[config.mk]
export PLATFORM = sky130hd
export DESIGN_NAME = cmp_seq
export DESIGN_NICKNAME = d
export VERILOG_FILES = /design/src/rtl/cmp_seq.sv
export SDC_FILE = /design/constraint.sdc
export NUM_CORES = 1
export LEC_CHECK = 0
export CAP_MARGIN = 0
export CORE_UTILIZATION = 61
export CTS_BUF_LIST = sky130_fd_sc_hd__clkbuf_4 sky130_fd_sc_hd__clkbuf_8
export CTS_CLUSTER_SIZE = 30
export DETAILED_ROUTE_END_ITERATION = 10
export DONT_BUFFER_PORTS = 1
export GPL_TIMING_DRIVEN = 0
export PLACE_DENSITY_LB_ADDON = 0.3
export RECOVER_POWER = 25
export SLEW_MARGIN = 20
export SYNTH_ARGS = -nofsm -noshare
export SYNTH_HDL_FRONTEND = slang
export SYNTH_SLANG_ARGS = --single-unit
[constraint.sdc]
create_clock -name clk -period 5.54 [get_ports clk]
set_input_delay 1.108 -clock clk [delete_from_list [all_inputs] [get_ports clk]]
set_output_delay 1.108 -clock clk [all_outputs]
set_load 0.01 [all_outputs]
[src/rtl/cmp_seq.sv]
// Multi-cycle magnitude comparator: walks two WORDS x 16-bit operands MSW first,
// chaining a big/equal/small flag triple from word to word.
module cmp_seq #(
  parameter int WORDS      = 4,
  parameter int EARLY_EXIT = 1
) (
  input  logic                         clk,
  input  logic                         rst,
  input  logic                         start,
  input  logic                         sgn,
  input  logic [16*WORDS-1:0]          a,
  input  logic [16*WORDS-1:0]          b,
  output logic                         busy,
  output logic                         done,
  output logic                         fo_big,
  output logic                         fo_equal,
  output logic                         fo_small,
  output logic [$clog2(WORDS+1)-1:0]   words_used
);

  localparam int IW = (WORDS > 1) ? $clog2(WORDS) : 1;
  localparam int CW = $clog2(WORDS + 1);
  localparam logic [IW-1:0] LAST_IDX = IW'(WORDS - 1);
  localparam logic [IW-1:0] IDX_ONE  = IW'(1);
  localparam logic [CW-1:0] CNT_ONE  = CW'(1);

  typedef enum logic [1:0] {IDLE, RUN, DONE} state_t;

  state_t                 state_reg;
  logic [16*WORDS-1:0]    a_reg;
  logic [16*WORDS-1:0]    b_reg;
  logic                   sgn_reg;
  logic [IW-1:0]          idx_reg;
  logic [CW-1:0]          cnt_reg;
  logic                   big_reg;
  logic                   eq_reg;
  logic                   small_reg;

  logic [15:0]            a_words [WORDS];
  logic [15:0]            b_words [WORDS];
  logic [15:0]            word_a;
  logic [15:0]            word_b;
  logic                   big_next;
  logic                   eq_next;
  logic                   small_next;
  logic [CW-1:0]          cnt_next;
  logic                   finish;

  for (genvar gi = 0; gi < WORDS; gi++) begin : g_slice
    assign a_words[gi] = a_reg[16*gi +: 16];
    assign b_words[gi] = b_reg[16*gi +: 16];
  end

  always_comb begin
    word_a = a_words[idx_reg];
    word_b = b_words[idx_reg];
    // Flipping the sign bit of the top word turns an unsigned compare into a signed one.
    if (sgn_reg && (idx_reg == LAST_IDX)) begin
      word_a[15] = ~word_a[15];
      word_b[15] = ~word_b[15];
    end
    if (eq_reg) begin
      big_next   = (word_a > word_b);
      eq_next    = (word_a == word_b);
      small_next = (word_a < word_b);
    end else begin
      big_next   = big_reg;
      eq_next    = eq_reg;
      small_next = small_reg;
    end
    cnt_next = cnt_reg + CNT_ONE;
    finish   = (idx_reg == '0) || ((EARLY_EXIT != 0) && !eq_next);
  end

  always_ff @(posedge clk) begin
    if (rst) begin
      state_reg  <= IDLE;
      a_reg      <= '0;
      b_reg      <= '0;
      sgn_reg    <= 1'b0;
      idx_reg    <= '0;
      cnt_reg    <= '0;
      big_reg    <= 1'b0;
      eq_reg     <= 1'b0;
      small_reg  <= 1'b0;
      busy       <= 1'b0;
      done       <= 1'b0;
      fo_big     <= 1'b0;
      fo_equal   <= 1'b0;
      fo_small   <= 1'b0;
      words_used <= '0;
    end else begin
      case (state_reg)
        IDLE, DONE: begin
          done <= 1'b0;
          if (start) begin
            a_reg     <= a;
            b_reg     <= b;
            sgn_reg   <= sgn;
            idx_reg   <= LAST_IDX;
            cnt_reg   <= '0;
            big_reg   <= 1'b0;
            eq_reg    <= 1'b1;
            small_reg <= 1'b0;
            fo_big    <= 1'b0;
            fo_equal  <= 1'b0;
            fo_small  <= 1'b0;
            busy      <= 1'b1;
            state_reg <= RUN;
          end else begin
            state_reg <= IDLE;
          end
        end
        RUN: begin
          big_reg   <= big_next;
          eq_reg    <= eq_next;
          small_reg <= small_next;
          cnt_reg   <= cnt_next;
          if (finish) begin
            busy       <= 1'b0;
            done       <= 1'b1;
            fo_big     <= big_next;
            fo_equal   <= eq_next;
            fo_small   <= small_next;
            words_used <= cnt_next;
            state_reg  <= DONE;
          end else begin
            idx_reg <= idx_reg - IDX_ONE;
          end
        end
        default: state_reg <= IDLE;
      endcase
    end
  end

endmodule

Word-level counts from Yosys, hierarchy flattened
Index checks and enable logic that the tools add are counted.

Add/subtract/negate cells: 2. $lt $le $gt $ge: 3. Equality and inequality tests: 7. Mux-type cells: 34. Bitwise gates (word level): 3. Reductions and logical operators: 13.

Operators by type and width (count): binary-select mux 16 bit (select 2 bit) (2); 2-to-1 mux 16 bit (4); == test 16 bit (1); greater-than comparator 16 bit (1); < comparator 16 bit (1); case mux 1 bit (2 select lines) (8); 2-to-1 mux 1 bit (13); case mux 2 bit (2 select lines) (2); AND reduction 2 bit (4); 2-to-1 mux 2 bit (3); != test 2 bit, second input constant (3); case mux 3 bit (2 select lines) (1); AND reduction 3 bit (2); == test 2 bit, second input constant (2); logical NOT 2 bit (2); adder 3 x 1 -> 3 bit, second input constant (1); greater-or-equal comparator 3 bit, second input constant (1); 2-to-1 mux 3 bit (1); inverter 2 -> 3 bit (1); == test 2 x 1 -> 1 bit, second input constant (1); inverter 1 bit (2); nonzero test 2 bit (1); OR reduction 2 bit (1); subtractor 2 x 1 -> 2 bit, second input constant (1); other kinds (3) (3).

Bits in registers: 147.

Logic depth before layout (Yosys ltp)
Depth after elaboration: 12. Depth in mapped cells: 10. Depth with buffers taken out: 9.

Least setup slack after synthesis
OpenSTA, ideal clock, no wires.

Kind: flip-flop to flip-flop. From: register idx_reg[0]. To: register fo_small. Arrival: 3.146 ns. Required time: 5.425 ns. Path slack: 2.279 ns. Cell stages (with the launch flop): 10. Clock period less this slack: 3.261 ns. Path through: dfxtp_1 -> clkbuf_1 -> buf_2 -> mux4_2 -> ha_1 -> nand4_2 -> or4_4 -> o21ai_4 -> nor3b_1 -> a21bo_2.

Cells in the longest elaborated chain, start to end: 12. Elaborated cells between the ends (all ways): 24. Classes of those cells: order compare (1); eq/ne (3); mux (12); bitwise (3); reduce/logical (5).

Ends and longest elaborated chain: from (decl) (RTL line 33) `logic [IW-1:0] idx_reg;`; from (signal assigned) (RTL line 128) `idx_reg <= idx_reg - IDX_ONE;`; parallel branches: the longest is 12 deep, another holds < comparator 16 bit; to (signal assigned) (RTL line 124) `fo_small <= small_next;`; to (decl) (RTL line 17) `output logic fo_small,`.

Several ways; the timed one is not identified. The select of a mux whose other input is x is not followed. A chain may end at the register's enable or synchronous reset.

Worst setup path in the final report
Ends and elaborated chain as after synthesis.

==> impl_metrics.csv <==
group,metric,value,unit
timing,slew_headroom,0.514,
setup_path,timing.critical_path.buf_inv,2,
power_and_ir_drop,p_comb_frac,0.140,
global_routing,grt-ovfl-total,0,
job,drv_cap,0,
min_path,min_path_cells,2,
timing,tns,0,ps
synth,synth-xor-area-share,0.00417,
clocking,cts-root-buf,"clkbuf_8",
synth,synth_top_family_by_area,"simple AND/OR/NAND/NOR gates",
clocking,h-tree-depth,4,
global_routing,antenna_found_initial,0,
power_and_ir_drop,pwr-share-clk,0.359,
floorplanning,start_util,0.636,
setup_path,critPathMaxStageDelay,610,ps
synth,synthFlopType,"dfxtp_1",
synth,synth_edf_count,0,
routing,first_iter_violations,469,
place,hpwl,13.1,mm
clocking,postCtsSetupBuffers,0,
setup_path,worst-path-stages,9,
place,placed_cells,873,
clocking,cts_sinks,147,
setup_path,cpMaxStageDelayCell,"mux4_2",
setup_path,worstSetupPathType,"flip-flop to flip-flop",
power_and_ir_drop,irDropWorstVdd,0.000188,V
routing,wl_per_cell,19.2,um
timing,fin_crit_sh,0.675,
synth,synthAdderAreaFrac,0.0377,
floorplanning,die_area,10700,um2
routing,vias,5487,
synth,synth_seq_cells,147,
floorplanning,die_h,104,um
synth,avgSynthCellArea,8.51,um2
clocking,cts_tree,"done",
setup_path,cp-start-kind,"flip-flop",
floorplanning,rows,36,
routing,drtAntennaViolNets,0,
power_and_ir_drop,pwr-share-seq,0.501,
global_routing,grt_pass1_wl,27.6,mm
global_routing,grt_max_degree,17,
global_routing,grtUsageTotal,0.337,
floorplanning,die_x,104,um
power_and_ir_drop,power.density,336,nW/um2
synth,syn_area,6300,um2
routing,vias_per_cell,6.06,
floorplanning,core_area,9910,um2
synth,yosysWarnings,0,
routing,drc,0,
timing,fin_skew,15.2,ps
synth,synth-simple-area-share,0.196,
synth,synthDistinctLibCells,38,
final_layout,antennaDiodeCount,0,
final_layout,final_common_cell,"nand2_1",
power_and_ir_drop,p_int,0.00165,W
setup_path,critPathArrivalTime,4100,ps
clocking,cts_resized,0,
power_and_ir_drop,p_switching,0.000652,W
timing,finalHoldViolCount,0,
global_routing,grt_pass1_vias,5555,
clocking,hold_buffers,0,
routing,drt_first_pass_iters,5,
clocking,clk_pin_slew,80,ps
power_and_ir_drop,leakagePower,2.55,nW
synth,async_flop_share,0,
timing,worst_pin_slew,729,ps
final_layout,fill_cells,805,
setup_path,critPathTopFamily,"buffers and inverters",
timing,fmax,0.267,GHz
timing,fin_hold_ws,453,ps
final_layout,multi_input_area,3080,um2
synth,synthCells,740,
floorplanning,ios,140,
min_path,hold_path_class,"flip-flop to flip-flop",
clocking,clk_latency,460,ps
timing,finalSetupViolCount,0,
clocking,cts_buffer_depth,2,
setup_path,cp-end-kind,"flip-flop",
synth,yosysSeqAreaShare,0.467,
power_and_ir_drop,p_sw_frac,0.283,
final_layout,area_growth,8.84,%
place,portBuffers,0,
timing,layout_min_cycle_time,3740,ps
setup_path,crit_fanout,10,
final_layout,final_cell_mix,"nand2_1 (265), dfxtp_1 (147), a21oi_1 (143), clkbuf_1 (40), mux4_2 (32)",
final_layout,seq_area,2940,um2
synth,synth_compound_area_frac,0.134,
routing,wl,17.4,mm
outcome,status,"completed",
setup_path,worstPathCellList,"clkbuf_1 -> buf_2 -> mux4_2 -> ha_1 -> nand4_1 -> or4_4 -> o21ai_4 -> nor3b_1 -> a21bo_2",
setup_path,cp.required,5900,ps
final_layout,drive_gt1_frac,0.0946,
clocking,cts_made_buffers,17,
timing,maxSlewViolCount,0,
place,place_congestion,0.914,
final_layout,nets,910,
synth,muxShareOfSynthArea,0.118,
synth,syn-num-nets,891,
timing,rsz0062_at_grt,"false",
final_layout,stdcell_count,905,
setup_path,reg2reg_depth,9,
[worst paths after layout]
check                            endpoint        from  slack [ps]
worst max-delay path             fo_small  idx_reg[0]        1800
worst min-delay path            a_reg[37]   a_reg[37]         450
worst max register to register   fo_small  idx_reg[0]        1800
worst min register to register  a_reg[37]   a_reg[37]         450
[power by group through the flow]
stage	clock network [W]	registers, W	logic [W]
detailed placement	0	0.00118	0.000317
global placement	0	0.00117	0.000301
CTS	0.000823	0.00115	0.000319
global route	0.000874	0.00116	0.000353
finish	0.000828	0.00115	0.000323
floorplan	0	0.00116	0.000234
[logic make-up (layout without fill, tap and decap cells)]
family,after synthesis,in the layout
buffers and inverters,71,103
XOR/XNOR,3,3
multiplexers,34,34
AND/OR/NAND/NOR,306,306
flip-flops,147,147
adder cells (fa/ha/maj),19,19
AO/OA/AOI/OAI,160,160
[Yosys cell counts (all sizes together), types with 2 or more instances]
library cell,instances,area (um2)
mux2i,2,20.0
a211oi,2,15.0
o21ai,5,36.3
buf,17,68.8
inv,17,63.8
dfxtp,147,2940
xor2,2,17.5
nand3,2,10.0
a21oi,143,716
nor3,4,31.3
mux4,32,721
nor2b,3,18.8
nor3b,2,15.0
nand4,5,37.5
nand2,265,995
nor2,16,60.1
nor4,2,12.5
nand2b,3,18.8
clkbuf,37,139
ha,19,238
a21o,2,15.0
[tightest hold or removal path: cells and delay by family, from the launching register on]
kind | cells | cell delay (ps)
flops | 1 | 310
simple gates | 1 | 50
compound gates | 1 | 50
[cell type report]
type	count	share of cell area
Clock buffer	19	0.0372
Buffer	54	0.0301
Sequential cell	147	0.429
Inverter	17	0.00931
Multi-Input combinational cell	522	0.450
Clock inverter	13	0.0199
Tap cell	133	0.0243
[stage by stage]
stage               setup WS (ps)  utilization  power [W]  cell area, um2
finish                       1800        0.692    0.00230            6860
global placement             1880        0.652    0.00147            6460
detailed placement           1800        0.652    0.00149            6460
global route                 1590        0.692    0.00239            6860
floorplan                    2280            -    0.00140            6300
CTS                          1790        0.692    0.00229            6860
[layer usage]
layer | routed length, um | GRT usage
met1 | 6580 | 0.416
met2 | 8330 | 0.544
met3 | 1780 | 0.0900
met4 | 699 | 0.172
met5 | 0 | 0
Power figures use the tool's default switching activity.
